## src/rtl/stim_sequencer.sv

```systemverilog
// stim_sequencer: walks every WIDTH-bit input pattern, holds each one for DWELL
// cycles and records the 1-bit DUT response into a truth table.
// Optional build macro SEQ_GRAY_EN: present patterns in Gray-code order
// (pattern = idx ^ (idx >> 1)). The truth table stays indexed by pattern value.
module stim_sequencer #(
    parameter int WIDTH = 3,
    parameter int DWELL = 20
) (
    input  logic                    clk,
    input  logic                    rst_n,
    input  logic                    start,
    input  logic                    dir,
    input  logic                    y,
    output logic [WIDTH-1:0]        pattern,
    output logic                    busy,
    output logic                    done,
    output logic [(1<<WIDTH)-1:0]   truth_table,
    output logic                    table_valid
);

    localparam logic [WIDTH-1:0] IDX_MAX    = {WIDTH{1'b1}};
    localparam logic [WIDTH-1:0] IDX_ONE    = WIDTH'(1);
    localparam logic [7:0]       DWELL_LAST = 8'(DWELL - 1);

    typedef enum logic [1:0] {IDLE, RUN, DONE} state_t;

    state_t           state;
    state_t           state_nxt;
    logic [WIDTH-1:0] idx;
    logic [WIDTH-1:0] idx_nxt;
    logic [WIDTH-1:0] idx_first;
    logic             dir_q;
    logic [7:0]       dwell;
    logic             hold_end;
    logic             last_idx;

    // Index-to-pattern mapping: binary by default, Gray code when enabled.
    function automatic logic [WIDTH-1:0] map_idx(input logic [WIDTH-1:0] i);
`ifdef SEQ_GRAY_EN
        return i ^ (i >> 1);
`else
        return i;
`endif
    endfunction

    // Termination is on the sweep index, never on counter overflow.
    assign hold_end  = (dwell == DWELL_LAST);
    assign last_idx  = dir_q ? (idx == '0) : (idx == IDX_MAX);
    assign idx_nxt   = dir_q ? (idx - IDX_ONE) : (idx + IDX_ONE);
    assign idx_first = dir ? IDX_MAX : '0;

    // State register.
    always_ff @(posedge clk or negedge rst_n) begin
        if (!rst_n) state <= IDLE;
        else        state <= state_nxt;
    end

    // Next-state and status outputs; start is only honoured in IDLE.
    always_comb begin
        state_nxt = state;
        busy      = 1'b0;
        done      = 1'b0;
        case (state)
            IDLE: if (start) state_nxt = RUN;
            RUN: begin
                busy = 1'b1;
                if (hold_end && last_idx) state_nxt = DONE;
            end
            DONE: begin
                done      = 1'b1;
                state_nxt = IDLE;
            end
            default: state_nxt = IDLE;
        endcase
    end

    // Sweep datapath: index/pattern stepping, dwell timing and response capture.
    // table_valid rises at the final capture so it is already high in DONE.
    always_ff @(posedge clk or negedge rst_n) begin
        if (!rst_n) begin
            idx         <= '0;
            pattern     <= '0;
            dir_q       <= 1'b0;
            dwell       <= '0;
            truth_table <= '0;
            table_valid <= 1'b0;
        end else begin
            case (state)
                IDLE: if (start) begin
                    truth_table <= '0;
                    table_valid <= 1'b0;
                    dir_q       <= dir;
                    idx         <= idx_first;
                    pattern     <= map_idx(idx_first);
                    dwell       <= '0;
                end
                RUN: begin
                    if (hold_end) begin
                        truth_table[pattern] <= y;
                        if (last_idx) begin
                            table_valid <= 1'b1;
                        end else begin
                            idx     <= idx_nxt;
                            pattern <= map_idx(idx_nxt);
                            dwell   <= '0;
                        end
                    end else begin
                        dwell <= dwell + 8'd1;
                    end
                end
                default: ;
            endcase
        end
    end

endmodule

```

## config.mk

```make
export PLATFORM = sky130hd
export DESIGN_NAME = stim_sequencer
export DESIGN_NICKNAME = d
export VERILOG_FILES = /design/src/rtl/stim_sequencer.sv
export SDC_FILE = /design/constraint.sdc
export NUM_CORES = 1
export LEC_CHECK = 0
export ABC_AREA = 0
export BUFFER_PORTS_ARGS = -buffer_cell sky130_fd_sc_hd__buf_2
export CAP_MARGIN = 30
export CORE_MARGIN = 4
export CORE_UTILIZATION = 50
export DETAILED_ROUTE_END_ITERATION = 12
export PLACE_DENSITY = 0.74
export SYNTH_ARGS = -nofsm -noshare
export SYNTH_HDL_FRONTEND = slang
export SYNTH_SLANG_ARGS = --single-unit
```

## constraint.sdc

```tcl
create_clock -name clk -period 1.69 [get_ports clk]
set_clock_uncertainty 0.2 [all_clocks]
set_input_delay 0.0845 -clock clk [delete_from_list [all_inputs] [get_ports clk]]
set_output_delay 0.0845 -clock clk [all_outputs]
set_load 0.1 [all_outputs]
```

Word level (Yosys, flattened, before mapping)
Index checks and enable logic that the tools add are counted.
Cells by class
  reduce and logical (&&, ||, !) cells: 11
  muxes and demuxes: 25
  add/subtract/negate cells: 3
  eq/ne operators: 10
  order comparisons: 2
Operator list (count)
  8-bit 2-to-1 mux: 4
  8-bit case mux with 2 select lines: 2
  3-bit 2-to-1 mux: 5
  2-bit != test (second input constant): 5
  8-bit by 1-bit adder with 8-bit output (second input constant): 1
  8-bit bitwise mux: 1
  8-bit by 5-bit == test with 1-bit output (second input constant): 1
  4-bit AND reduction: 2
  1-bit 2-to-1 mux: 7
  3-bit case mux with 2 select lines: 1
  3-bit AND reduction: 2
  3-bit by 4-bit less-than comparator with 1-bit output (second input constant): 1
  2-bit 2-to-1 mux: 2
  2-bit case mux with 2 select lines: 1
  2-bit AND reduction: 2
  3-bit by 1-bit adder with 3-bit output (second input constant): 1
  1-bit demux with 3-bit select: 1
  3-bit == test (second input constant): 1
  3-bit by 1-bit >= comparator with 1-bit output (second input constant): 1
  3-bit zero test: 1
  3-bit != test (second input constant): 1
  3-bit by 1-bit subtractor with 3-bit output (second input constant): 1
  2-bit by 1-bit == test with 1-bit output (second input constant): 1
  2-bit == test (second input constant): 1
  other kinds (4): 5
Storage, ports and cells
  register bits: 23
  input port bits: 5
  output and inout bits: 14
  logic and storage cells: 57

Longest topological paths before layout
  depth after elaboration: 7
  gate-level depth with buffers: 6
  mapped depth without buffers: 6

Worst setup path before layout
Ideal clock, no wire load.
  path kind: flip-flop to flip-flop
  start: reg idx[0]
  end: reg idx[2]
  cell stages (with the launch flop): 6
  buffers on the path: 0
  library setup time: 135 ps
  clock period less this slack: 2593 ps
  slack: -903 ps
  data required time: 1355 ps
  arrival: 2258 ps
  cells stage by stage: dfrtp_1 > inv_1 > fa_1 > xor2_1 > nor4b_1 > a211oi_2
Between the ends
  word-level cells in the longest chain between the ends: 5
  elaborated cells on any way between the ends: 11
  those cells by class: add/sub (2); eq/ne (2); mux (5); reduce/logical (2)
Ends and longest elaborated chain
  start: declaration: line 29  | logic [WIDTH-1:0] idx;
  start signal: assignment: line 93  | idx <= idx_first;
  start signal: assignment: line 103  | idx <= idx_nxt;
  3-bit by 1-bit adder with 3-bit output or 3-bit by 1-bit subtractor with 3-bit output (tied branches): line 49  | assign idx_nxt = dir_q ? (idx - IDX_ONE) : (idx + IDX_ONE);
  3-bit 2-to-1 mux: line 49
  3-bit 2-to-1 mux: line 100  | if (last_idx) begin
  3-bit 2-to-1 mux: line 98  | if (hold_end) begin
  3-bit case mux with 2 select lines: line 88  | case (state)
Parallel ways exist; a longest one is shown, timed or not. The select of a mux whose other input is x is not followed.
A chain may end at the register's enable or synchronous reset.

Final worst setup path
  start: reg idx[2]
  end: reg idx[1]
Between the ends
  word-level cells in the longest chain between the ends: 4
  elaborated cells on any way between the ends: 5
  those cells by class: eq/ne (2); mux (1); reduce/logical (2)
Ends and longest elaborated chain
  3-bit == test or 3-bit zero test (tied branches): line 48  | assign last_idx = dir_q ? (idx == '0) : (idx == IDX_MAX);
  1-bit 2-to-1 mux *: line 48
  2-bit != test (no source line) *
  4-bit AND reduction (no source line) *
Mark *: on every way between the ends. The rest lies on a longest branch, timed or not.

==> impl_metrics.xml <==
<?xml version="1.0" encoding="UTF-8"?>
<metrics>
  <group name="global_routing">
    <metric name="first_global_vias" unit="">1429</metric>
    <metric name="grt_pass1_wl" unit="microns">6780</metric>
    <metric name="grt_util_all_layers" unit="%">26.1</metric>
    <metric name="global_route.overflow_total" unit="">0</metric>
    <metric name="grt_max_degree" unit="">24</metric>
    <metric name="initial_antenna_violation_count" unit="">0</metric>
  </group>
  <group name="power">
    <metric name="total_power" unit="mW">0.931</metric>
    <metric name="leakage" unit="nW">0.905</metric>
    <metric name="seqPwrFrac" unit="%">60.2</metric>
    <metric name="swShare" unit="%">27.0</metric>
    <metric name="power_frac_clock" unit="%">28.6</metric>
    <metric name="net-switching-power" unit="mW">0.251</metric>
    <metric name="power_report.internal_total" unit="mW">0.679</metric>
    <metric name="irDropWorstVdd" unit="mV">0.589</metric>
    <metric name="power.combinational.fraction" unit="%">11.2</metric>
    <metric name="power_density" unit="nW/um^2">444</metric>
  </group>
  <group name="sta">
    <metric name="grt_setup_unrepaired" unit="">yes</metric>
    <metric name="min_period_over_period" unit="%">109</metric>
    <metric name="final.min_clock_period" unit="ps">1840</metric>
    <metric name="timing.max_slew.rel_slack" unit="%">64.7</metric>
    <metric name="finalHoldViolCount" unit="">0</metric>
    <metric name="max_slew.worst_pin.slew" unit="ps">529</metric>
    <metric name="final_hold_slack" unit="ps">54.6</metric>
    <metric name="achievable-frequency" unit="GHz">0.544</metric>
    <metric name="report.final.slew_viol_count" unit="">0</metric>
    <metric name="post-route-worst-setup-slack" unit="ps">-150</metric>
    <metric name="totalNegativeSetupSlack" unit="ps">-1510</metric>
    <metric name="setup_viol_count_final" unit="">18</metric>
  </group>
  <group name="route">
    <metric name="drt_first_iter_violations" unit="">105</metric>
    <metric name="drc" unit="">0</metric>
    <metric name="wire_per_inst" unit="microns">18.0</metric>
    <metric name="drt-pass1-iter-count" unit="">4</metric>
    <metric name="drt_wirelength" unit="microns">4170</metric>
    <metric name="vias_per_std_cell" unit="">6.14</metric>
    <metric name="drtAntennaViolNets" unit="">0</metric>
    <metric name="dr_total_vias" unit="">1424</metric>
  </group>
  <group name="finish">
    <metric name="final_layout_size_suffix_gt1_share" unit="%">54.5</metric>
    <metric name="layout.cells.most_common_list" unit="">buf_4 (37), dfrtp_1 (19), nand2_1 (16)</metric>
    <metric name="areaGrowthSynthToFinish" unit="%">59.0</metric>
    <metric name="layout.cells.most_common" unit="">buf_4</metric>
    <metric name="final_cells" unit="">232</metric>
    <metric name="filler_cell_count" unit="">139</metric>
    <metric name="final_core_util" unit="%">83.9</metric>
    <metric name="antenna-diode-count" unit="">0</metric>
    <metric name="final_layout_net_count" unit="">210</metric>
  </group>
  <group name="yosys">
    <metric name="synth-edff-count" unit="">0</metric>
    <metric name="synth_top_family_by_area" unit="">simple AND/OR/NAND/NOR gates</metric>
    <metric name="synth_adder_area_share" unit="%">2.47</metric>
    <metric name="yosys-mux-area-fraction" unit="%">3.80</metric>
    <metric name="synthesized_area_fraction_occupied_by_ao_oa_aoi_and_oai_cells" unit="%">21.7</metric>
    <metric name="async_flop_share" unit="%">100</metric>
    <metric name="synth-warning-count" unit="">0</metric>
    <metric name="post_synth_xor_area_fraction" unit="%">1.33</metric>
    <metric name="post_synth_and_or_nand_nor_area_fraction" unit="%">23.8</metric>
    <metric name="mappedNetlistArea" unit="sq um">1320</metric>
    <metric name="dominantRegCellSynth" unit="">dfrtp_1</metric>
    <metric name="synthCells" unit="">136</metric>
    <metric name="syn_area_per_cell" unit="sq um">9.70</metric>
    <metric name="yosys_register_bits" unit="">23</metric>
    <metric name="syn_nets" unit="">143</metric>
    <metric name="post_synth_num_cell_types" unit="">47</metric>
    <metric name="synth-seq-area-share" unit="%">43.6</metric>
  </group>
  <group name="floorplanning">
    <metric name="chipWidth" unit="microns">59.4</metric>
    <metric name="fp.coreArea" unit="sq um">2500</metric>
    <metric name="chipHeight" unit="microns">59.4</metric>
    <metric name="placement_rows" unit="">18</metric>
    <metric name="dieArea" unit="sq um">3520</metric>
    <metric name="pin_count" unit="">19</metric>
    <metric name="start_util" unit="%">52.8</metric>
  </group>
  <group name="critical_path">
    <metric name="termination_of_the_worst_setup_path" unit="">idx[1]</metric>
    <metric name="worstPathRequired" unit="ps">1720</metric>
    <metric name="cp_data_arrival_time" unit="ps">1870</metric>
    <metric name="crit_fanout" unit="">3</metric>
    <metric name="worstSetupStartpoint" unit="">idx[2]</metric>
    <metric name="critPathLaunchType" unit="">flip-flop</metric>
    <metric name="timing.rr.start" unit="">idx[2]</metric>
    <metric name="criticalPathCategory" unit="">flip-flop to flip-flop</metric>
    <metric name="worstReg2RegEnd" unit="">idx[1]</metric>
    <metric name="regToRegSetupSlack" unit="ps">-150</metric>
    <metric name="setup.worst_path.end_class" unit="">flip-flop</metric>
    <metric name="r2r.worst_path.cells" unit="">5</metric>
  </group>
  <group name="place">
    <metric name="globalplace.congestion" unit="">0.903</metric>
    <metric name="dpl.cell_count" unit="">210</metric>
    <metric name="dpl.hpwl" unit="microns">2630</metric>
    <metric name="port_buffers" unit="">18</metric>
  </group>
  <group name="clock_tree">
    <metric name="clock_latency_on_the_worst_skew_pair" unit="ps">320</metric>
    <metric name="cts-root-to-sink-buffers" unit="">2</metric>
    <metric name="htree_levels" unit="">1</metric>
    <metric name="cts.clk_slew.worst_paths" unit="ps">130</metric>
    <metric name="number_of_buffers_created_by_cts" unit="">3</metric>
    <metric name="numClockSinks" unit="">23</metric>
    <metric name="clock_root_buffer" unit="">clkbuf_4</metric>
    <metric name="cts_tree" unit="">yes</metric>
  </group>
  <group name="run_status">
    <metric name="run_status" unit="">finished with violations</metric>
    <metric name="violated_checks" unit="">setup timing</metric>
  </group>
  <group name="hold_path">
    <metric name="hold_path.class" unit="">input port to asynchronous set/reset pin</metric>
  </group>
  <group name="job">
    <metric name="max-cap-violations" unit="">0</metric>
  </group>
</metrics>
logic make-up (layout without fill, tap and decap cells):
kind of cell    count (synthesis)  count (layout)
simple gates                   55              55
compound gates                 38              38
flops                          23              23
buf+inv                        11              77
mux                             5               5
fa+ha+maj                       2               2
xor+xnor                        2               2
cells in the mapped netlist, types with 3 or more instances:
| cell type | count | area share, % |
|---|---|---|
| nor2_1 | 7 | 2.0 |
| clkbuf_1 | 3 | 0.85 |
| a21oi_1 | 5 | 1.9 |
| a31oi_1 | 3 | 1.4 |
| nand2_1 | 17 | 4.8 |
| nor3_1 | 3 | 1.1 |
| and3_1 | 5 | 2.4 |
| nand3_1 | 6 | 2.3 |
| o21ai_0 | 5 | 1.9 |
| mux2i_1 | 5 | 3.8 |
| dfrtp_1 | 23 | 44 |
| inv_1 | 7 | 2.0 |
cell type report:
type / count / area, sq um / area share (%)
clock inverters: 1 / 5.00 / 0.239
repair buffers: 66 / 526 / 25.1
flip-flops and latches: 23 / 588 / 28.0
well taps: 30 / 37.5 / 1.79
multi-input cells: 102 / 887 / 42.3
inverters: 7 / 31.3 / 1.49
clock buffers: 3 / 22.5 / 1.07
worst min path at each step:
stage	slack [ps]	cells after the start	start	endpoint
after floorplan	-410	0	rst_n	dir_q
after global placement	-110	1	rst_n	dwell[0]
after detailed placement	-100	1	rst_n	state[0]
after CTS	70	2	rst_n	state[0]
after global routing	70	2	rst_n	dwell[0]
final	50	2	rst_n	dwell[0]
power groups by stage:
stage	clock network (mW)	logic (mW)	registers, mW
2_1_floorplan	0	0.0201	0.599
3_5_place_dp	0	0.0856	0.571
3_3_place_gp	0	0.0823	0.571
4_1_cts	0.273	0.103	0.560
5_1_grt	0.297	0.111	0.561
6_report	0.266	0.104	0.560
registers in the layout, summed over array words and instances (netlist names):
| signal | cells |
|---|---|
| idx | 3 |
| state | 2 |
| table_valid | 1 |
| dwell | 8 |
| dir_q | 1 |
| truth_table | 8 |
what timing repair did:
item	in CTS	in global routing
endpoints found under the hold margin	34	0
cloned	0	0
resized for setup	28	14
hold buffers	4	0
pin swaps	25	14
endpoints found under the setup margin	20	24
setup buffers	8	6
per-layer routing:
layer	GRT usage [%]	part of all wire, %	vias up
met5	0	0	-
met4	12.0	2.5	0
met3	2.40	4.4	12
met2	40.9	48	48
met1	36.2	45	717
li1	-	-	647
stage by stage:
| stage | setup slack [ps] | area [sq um] |
|---|---|---|
| 2_1_floorplan | -315 | 1410 |
| 5_1_grt | -220 | 2100 |
| 3_3_place_gp | -96.9 | 1750 |
| 4_1_cts | -124 | 2010 |
| 6_report | -150 | 2100 |
| 3_5_place_dp | -194 | 1750 |
worst max-delay path: stages, from the launching register on:
cell,delay (ps)
dfrtp_4,520
buf_6,130
nor4b_4,360
a31o_4,190
nor2_4,50
a311oi_2,290
Power figures use the tool's default switching activity.
